`config.mk`:
```
export PLATFORM = sky130hd
export DESIGN_NAME = axi4_slave_write_arbiter
export DESIGN_NICKNAME = d
export VERILOG_FILES = /design/src/rtl/axi4_arb_pkg.sv /design/src/rtl/rr_picker.sv /design/src/rtl/axi4_slave_write_arbiter.sv
export SDC_FILE = /design/constraint.sdc
export NUM_CORES = 1
export LEC_CHECK = 0
export CAP_MARGIN = 20
export CORE_MARGIN = 2
export CORE_UTILIZATION = 49
export CTS_CLUSTER_DIAMETER = 100
export DETAILED_ROUTE_END_ITERATION = 8
export HOLD_SLACK_MARGIN = 0.02
export PLACE_DENSITY = 0.76
export SLEW_MARGIN = 20
export SYNTH_ARGS = -nofsm -noshare
export SYNTH_HDL_FRONTEND = slang
export SYNTH_HIERARCHICAL = 1
export SYNTH_SLANG_ARGS = --single-unit
```
`constraint.sdc`:
```
create_clock -name clk -period 3.8 [get_ports clk]
set_input_delay 1.14 -clock clk [delete_from_list [all_inputs] [get_ports clk]]
set_output_delay 1.14 -clock clk [all_outputs]
set_load 0.1 [all_outputs]
```
`src/rtl/axi4_arb_pkg.sv`:
```
// Shared types and helpers for the crossbar's per-slave write/read arbiters.
package axi4_arb_pkg;

  typedef enum logic {
    IDLE = 1'b0,
    BUSY = 1'b1
  } arb_state_t;

  localparam int MAX_MASTERS = 32;

  // OR-ing the positions of set bits yields the binary index for a one-hot input.
  function automatic int unsigned onehot_to_idx(input logic [MAX_MASTERS-1:0] onehot);
    int unsigned idx;
    idx = 0;
    for (int i = 0; i < MAX_MASTERS; i++) begin
      if (onehot[i]) idx = idx | unsigned'(i);
    end
    return idx;
  endfunction

endpackage

```
`src/rtl/rr_picker.sv`:
```
// Combinational round-robin picker: first set request at or above ptr, wrapping.
module rr_picker
  import axi4_arb_pkg::*;
#(
  parameter int NUM_MASTERS = 4,
  parameter int IDX_W       = $clog2(NUM_MASTERS)
) (
  input  logic [NUM_MASTERS-1:0] req,
  input  logic [IDX_W-1:0]       ptr,
  output logic [NUM_MASTERS-1:0] pick,
  output logic [IDX_W-1:0]       idx,
  output logic                   any
);

  logic [IDX_W:0]   sum;
  logic [IDX_W-1:0] cand;
  logic             found;

  always_comb begin
    pick  = '0;
    found = 1'b0;
    sum   = '0;
    cand  = '0;
    for (int i = 0; i < NUM_MASTERS; i++) begin
      sum = {1'b0, ptr} + (IDX_W + 1)'(i);
      if (sum >= (IDX_W + 1)'(NUM_MASTERS)) sum = sum - (IDX_W + 1)'(NUM_MASTERS);
      cand = sum[IDX_W-1:0];
      if (!found && req[cand]) begin
        pick[cand] = 1'b1;
        found      = 1'b1;
      end
    end
  end

  assign idx = IDX_W'(onehot_to_idx(MAX_MASTERS'(pick)));
  assign any = |req;

endmodule

```
`src/rtl/axi4_slave_write_arbiter.sv`:
```
// Per-slave-port AW/W arbiter: holds a round-robin grant until both AW and WLAST complete.
module axi4_slave_write_arbiter
  import axi4_arb_pkg::*;
#(
  parameter int NUM_MASTERS = 4,
  parameter int IDX_W       = $clog2(NUM_MASTERS)
) (
  input  logic                   clk,
  input  logic                   rst,
  input  logic [NUM_MASTERS-1:0] req,
  input  logic                   s_awvalid,
  input  logic                   s_awready,
  input  logic                   s_wvalid,
  input  logic                   s_wready,
  input  logic                   s_wlast,
  output logic [NUM_MASTERS-1:0] grant,
  output logic [IDX_W-1:0]       grant_idx,
  output logic                   grant_valid,
  output logic                   aw_open,
  output logic                   w_open
);

  arb_state_t             state_reg, state_next;
  logic [IDX_W-1:0]       ptr_reg, ptr_next;
  logic [NUM_MASTERS-1:0] grant_reg, grant_next;
  logic [IDX_W-1:0]       idx_reg, idx_next;
  logic                   valid_reg, valid_next;
  logic                   aw_open_reg, aw_open_next;
  logic                   w_open_reg, w_open_next;
  logic                   aw_done_reg, aw_done_next;
  logic                   w_done_reg, w_done_next;

  logic [NUM_MASTERS-1:0] pick;
  logic [IDX_W-1:0]       pick_idx;
  logic                   pick_any;
  logic                   aw_hs, w_hs;

  rr_picker #(
    .NUM_MASTERS(NUM_MASTERS),
    .IDX_W      (IDX_W)
  ) u_picker (
    .req (req),
    .ptr (ptr_reg),
    .pick(pick),
    .idx (pick_idx),
    .any (pick_any)
  );

  // Handshakes only count on an open path, so IDLE and post-completion beats are ignored.
  assign aw_hs = s_awvalid & s_awready & aw_open_reg;
  assign w_hs  = s_wvalid & s_wready & s_wlast & w_open_reg;

  always_comb begin
    state_next   = state_reg;
    ptr_next     = ptr_reg;
    grant_next   = grant_reg;
    idx_next     = idx_reg;
    valid_next   = valid_reg;
    aw_open_next = aw_open_reg;
    w_open_next  = w_open_reg;
    aw_done_next = aw_done_reg;
    w_done_next  = w_done_reg;
    case (state_reg)
      IDLE: begin
        if (pick_any) begin
          state_next   = BUSY;
          grant_next   = pick;
          idx_next     = pick_idx;
          valid_next   = 1'b1;
          aw_open_next = 1'b1;
          w_open_next  = 1'b1;
          aw_done_next = 1'b0;
          w_done_next  = 1'b0;
          ptr_next     = (pick_idx == IDX_W'(NUM_MASTERS - 1)) ? '0 : pick_idx + IDX_W'(1);
        end
      end
      BUSY: begin
        aw_done_next = aw_done_reg | aw_hs;
        w_done_next  = w_done_reg | w_hs;
        aw_open_next = aw_open_reg & ~aw_hs;
        w_open_next  = w_open_reg & ~w_hs;
        if (aw_done_next && w_done_next) begin
          state_next   = IDLE;
          grant_next   = '0;
          idx_next     = '0;
          valid_next   = 1'b0;
          aw_open_next = 1'b0;
          w_open_next  = 1'b0;
          aw_done_next = 1'b0;
          w_done_next  = 1'b0;
        end
      end
      default: state_next = IDLE;
    endcase
  end

  always_ff @(posedge clk) begin
    if (rst) begin
      state_reg   <= IDLE;
      ptr_reg     <= '0;
      grant_reg   <= '0;
      idx_reg     <= '0;
      valid_reg   <= 1'b0;
      aw_open_reg <= 1'b0;
      w_open_reg  <= 1'b0;
      aw_done_reg <= 1'b0;
      w_done_reg  <= 1'b0;
    end else begin
      state_reg   <= state_next;
      ptr_reg     <= ptr_next;
      grant_reg   <= grant_next;
      idx_reg     <= idx_next;
      valid_reg   <= valid_next;
      aw_open_reg <= aw_open_next;
      w_open_reg  <= w_open_next;
      aw_done_reg <= aw_done_next;
      w_done_reg  <= w_done_next;
    end
  end

  assign grant       = grant_reg;
  assign grant_idx   = idx_reg;
  assign grant_valid = valid_reg;
  assign aw_open     = aw_open_reg;
  assign w_open      = w_open_reg;

endmodule

```
# Yosys cells after proc, flatten, opt, wreduce, memory -nomap -nowiden
# Index checks and enable logic that the tools add are counted.
# totals
regBits	14
inputBits	11
out_inout_bits	9
wordCells	113
# classes
n_addsub	8
order_cmp	12
eq_ne	3
n_mux	52
bitwise	15
reduce_logical	14
# ops
cell	count
4-bit two-way mux	6
1-bit two-way mux	21
2-bit two-way mux	9
2-bit by 3-bit less-than comparator with 1-bit output, second input constant	4
4-bit bitwise OR	3
1-bit case mux with 2 select lines	6
3-bit >= comparator, second input constant	3
1-bit binary-select mux with 2-bit select	4
1-bit demux with 2-bit select	4
2-bit by 1-bit >= comparator with 1-bit output, second input constant	4
1-bit logical AND	8
4-bit case mux with 2 select lines	1
2-bit by 1-bit subtractor with 2-bit output, second input constant	4
1-bit bitwise AND	7
2-bit by 2-bit adder with 3-bit output, second input constant	2
2-bit case mux with 2 select lines	1
2-bit AND reduction	2
4-bit OR reduction	1
2-bit by 1-bit adder with 3-bit output, second input constant	1
2-bit by 3-bit >= comparator with 1-bit output, second input constant	1
1-bit logical NOT	3
1-bit inverter	3
2-bit by 1-bit adder with 2-bit output, second input constant	1
2-bit == test, second input constant	1
other kinds (3)	4

# Depth between registers and ports, before layout
# logic_depth
word_depth	19
depth_mapped	9
depth_no_buf	9

# Modules after synthesis
# The synthesis kept the hierarchy.
# by_module_without_submodules
mod	instances	cells_each	area_each_um2	seq_area_each_um2
axi4_slave_write_arbiter	1	64	589.3	280.3
rr_picker	1	40	341.6	0.0

# Worst setup path after synthesis
# Ideal clock, no wire load.
# synth_timing
path_type	input-to-reg
start	input port req[3]
end	register ptr_reg[0]
setup_ns	0.071
arrival_ns	2.943
t_required_ns	3.729
path_slack_ns	0.786
stages	8
n_path_buf	1
path_cell_list	mux4_2 buf_2 a211oi_1 a211o_1 nand4_1 ha_1 or3_1 a21oi_1
# synth_via
elab_chain_cells	17
word_cells_on_any_way	32
classes_between	add/sub (1); eq/ne (1); mux (19); bitwise (3); reduce/logical (8)
# synth_rtl
item	line_no	source
start: declaration	axi4_slave_write_arbiter.sv:10	input logic [NUM_MASTERS-1:0] req,
1-bit binary-select mux with 2-bit select	rr_picker.sv:28	if (!found && req[cand]) begin
1-bit two-way mux (implied by the code)	rr_picker.sv:28	
1-bit two-way mux	rr_picker.sv:28	
1-bit logical NOT	rr_picker.sv:28	
1-bit logical AND	rr_picker.sv:28	
1-bit two-way mux	rr_picker.sv:28	
1-bit logical NOT	rr_picker.sv:28	
1-bit logical AND	rr_picker.sv:28	
(+2 left out)	--	
1-bit logical AND	rr_picker.sv:28	
4-bit two-way mux (*)	rr_picker.sv:28	
1-bit two-way mux	axi4_arb_pkg.sv:16	if (onehot[i]) idx = idx | unsigned'(i);
2-bit two-way mux	axi4_arb_pkg.sv:16	
2-bit two-way mux (*)	axi4_arb_pkg.sv:16	
via pick_idx[0]	axi4_slave_write_arbiter.sv:34	logic [IDX_W-1:0] pick_idx;
2-bit by 1-bit adder with 2-bit output or 2-bit == test (tied branches)	axi4_slave_write_arbiter.sv:74	ptr_next = (pick_idx == IDX_W'(NUM_MASTERS - 1)) ? '0 : pick_idx + IDX_W'(1);
2-bit two-way mux (*)	axi4_slave_write_arbiter.sv:74	
end signal: assignment	axi4_slave_write_arbiter.sv:110	ptr_reg <= ptr_next;
end: declaration	axi4_slave_write_arbiter.sv:24	logic [IDX_W-1:0] ptr_reg, ptr_next;
# Mark *: on every way through the listed nets, which the timed path passes. The rest lies on a longest branch. The select of a mux whose other input is x is not followed.
# A chain may end at the register's enable or synchronous reset.

# Final worst setup path
# Ends and elaborated chain as after synthesis.

==> impl_metrics.json <==
{
  "status": "finished clean",
  "dp_hpwl_um": 1360,
  "hold_viol_final": 0,
  "num_rows": 15,
  "io_pins": 20,
  "cts_root_buf": "clkbuf_4",
  "cts_tree": "yes",
  "largest_reg_flops": 4,
  "wl_met3_um": 93,
  "core-area_um2": 1760,
  "final_cell_mix": "dfxtp_1, a21oi_1, clkdlybuf4s50_1",
  "start_kind": "input port",
  "setup_viol": 0,
  "multi_input_area_um2": 597,
  "vias": 836,
  "die_y_um": 47.6,
  "ys_ff_latch": 14,
  "drt_iter0_drc": 20,
  "synth_edf_count": 0,
  "fin_cells": 146,
  "crit_required_ps": 4010,
  "post_cts_buffers": 0,
  "synth_top_area_cell": "dfxtp_1",
  "area_growth_pct": 19.2,
  "syn-instance-count": 104,
  "clk_latency_ps": 280,
  "synth_ff_type": "dfxtp_1",
  "cts-resized-gates": 0,
  "total_leakage_power_nw": 0.433,
  "cts_buffers": 3,
  "ir_drop_mv": 0.340,
  "clkTransAtPathRegs_ps": 80,
  "wl_met2_um": 870,
  "fin_worst_skew_ps": 1.61,
  "gr-total-overflow": 0,
  "final_max_slew_viol_count": 0,
  "port_buffers": 19,
  "grt_pass1_wl_um": 3100,
  "arrival_ps": 3560,
  "min_period_ps": 3350,
  "wl_um": 1820,
  "cts.path.max_buffers": 2,
  "syn_avg_cell_area_um2": 8.95,
  "drive_above_1_share_pct": 17.4,
  "fill_cells": 166,
  "preCtsSetupSlack_ps": 203,
  "critPathKind": "in2reg",
  "nNetsFinal": 141,
  "tns_ps": 0,
  "syn-num-nets": 122,
  "synth_area_leaders": "dfxtp_1, ha_1, mux4_2",
  "remaining_drc_errors": 0,
  "synth-seq-area-share_pct": 30.1,
  "powerDensity_nw_per_um2": 727,
  "crit_fanout": 10,
  "ctsHoldBuffers": 0,
  "hold_class": "reg2reg",
  "seqCellArea_um2": 280,
  "initial_utilization_pct": 52.8,
  "clock.fmax_mhz": 298,
  "maxCapViolations": 0,
  "gp_congestion": 0.942,
  "yosysUniqueCellTypes": 33,
  "dpl.cell_count": 143,
  "period_share_pct": 88.3,
  "antenna_left": 0,
  "grt_setup_unrepaired": "no",
  "synth_warnings": 6,
  "detail_route.wl_per_cell_um": 12.5,
  "diodes": 0,
  "wl_met1_um": 844,
  "cts_num_sinks": 14,
  "critPathCaptureType": "flip-flop",
  "top_layer": "met4",
  "die_area_um2": 2260,
  "grt_usage_pct": 19.3,
  "antenna_found_initial": 0,
  "layout_commonest_cell": "dfxtp_1",
  "synth_top_cell_area_share_pct": 30.1,
  "relSlewSlack_pct": 56.6,
  "syn_area_um2": 931,
  "grt_pass1_vias": 744,
  "fin_ws_ps": 445,
  "dieWidth_um": 47.6,
  "htreeDepth": 1,
  "tightest_slew_ps": 648,
  "dr.pass1.iters": 4,
  "async_reset_ff_share_pct": 0,
  "routed_via_density": 5.73,
  "grt_max_degree": 15
}
==> metal layers <==
metal / vias to the layer above / GRT usage, %
met5: - / 0
met4: 0 / 3.78
met3: 2 / 7.17
met2: 27 / 33.0
met1: 379 / 23.6
li1: 428 / -
==> per-stage QoR <==
step	cell area, um2	hold slack (ps)	utilization [%]	power, mW
after global routing	1110	530	62.9	0.870
final	1110	502	62.9	0.807
after CTS	1110	512	62.9	0.812
after global placement	1090	480	61.6	0.721
after detailed placement	1090	498	61.6	0.728
after floorplan	931	528	-	0.634
==> layout make-up <==
class | instances | share of cell area, %
Clock buffer | 3 | 2.03
Inverter | 3 | 1.01
Multi-Input combinational cell | 82 | 53.8
Sequential cell | 14 | 25.3
Tap cell | 25 | 2.82
Timing Repair Buffer | 19 | 15.1
==> critical path, cell delays in order <==
cell and delay, ps:
clkdlybuf4s50_1 460, mux4_2 590, a211oi_1 280, a211o_1 210
nand4_1 180, ha_1 240, or3_1 340, a21oi_1 130
==> power breakdown <==
part	leakage, nW	internal [mW]	switching [mW]
registers	0.115	0.176	0.0323
logic	0.304	0.182	0.334
clock network	0.0138	0.0368	0.0455
total	0.433	0.396	0.412
==> path summary, 6_finish.rpt <==
path | slack (ps) | to | from | cells after the start
setup / recovery | 450 | ptr_reg[0] | req[3] | 8
hold / removal | 500 | grant_valid | grant_valid | 2
setup reg to reg | 1010 | ptr_reg[0] | ptr_reg[0] | 9
hold reg to reg | 500 | grant_valid | grant_valid | 2
==> synth_stat cells (all sizes together), types with 3 or more instances <==
library cell,instances
nand2,8
nor2,9
nand3b,3
nor4,6
inv,3
dfxtp,14
a21oi,10
nand3,7
nand4,3
buf,4
mux4,4
ha,7
nor3,4
nor2b,3
==> cells by family after synthesis <==
logic type / Yosys count / share of synthesized area [%]
AND/OR/NAND/NOR: 51 / 31.5
multiplexers: 4 / 10.1
adder cells (fa/ha/maj): 7 / 9.41
AO/OA/AOI/OAI: 20 / 13.2
flip-flops: 14 / 30.1
buffers and inverters: 8 / 5.78
(Power assumes the default switching activity.)
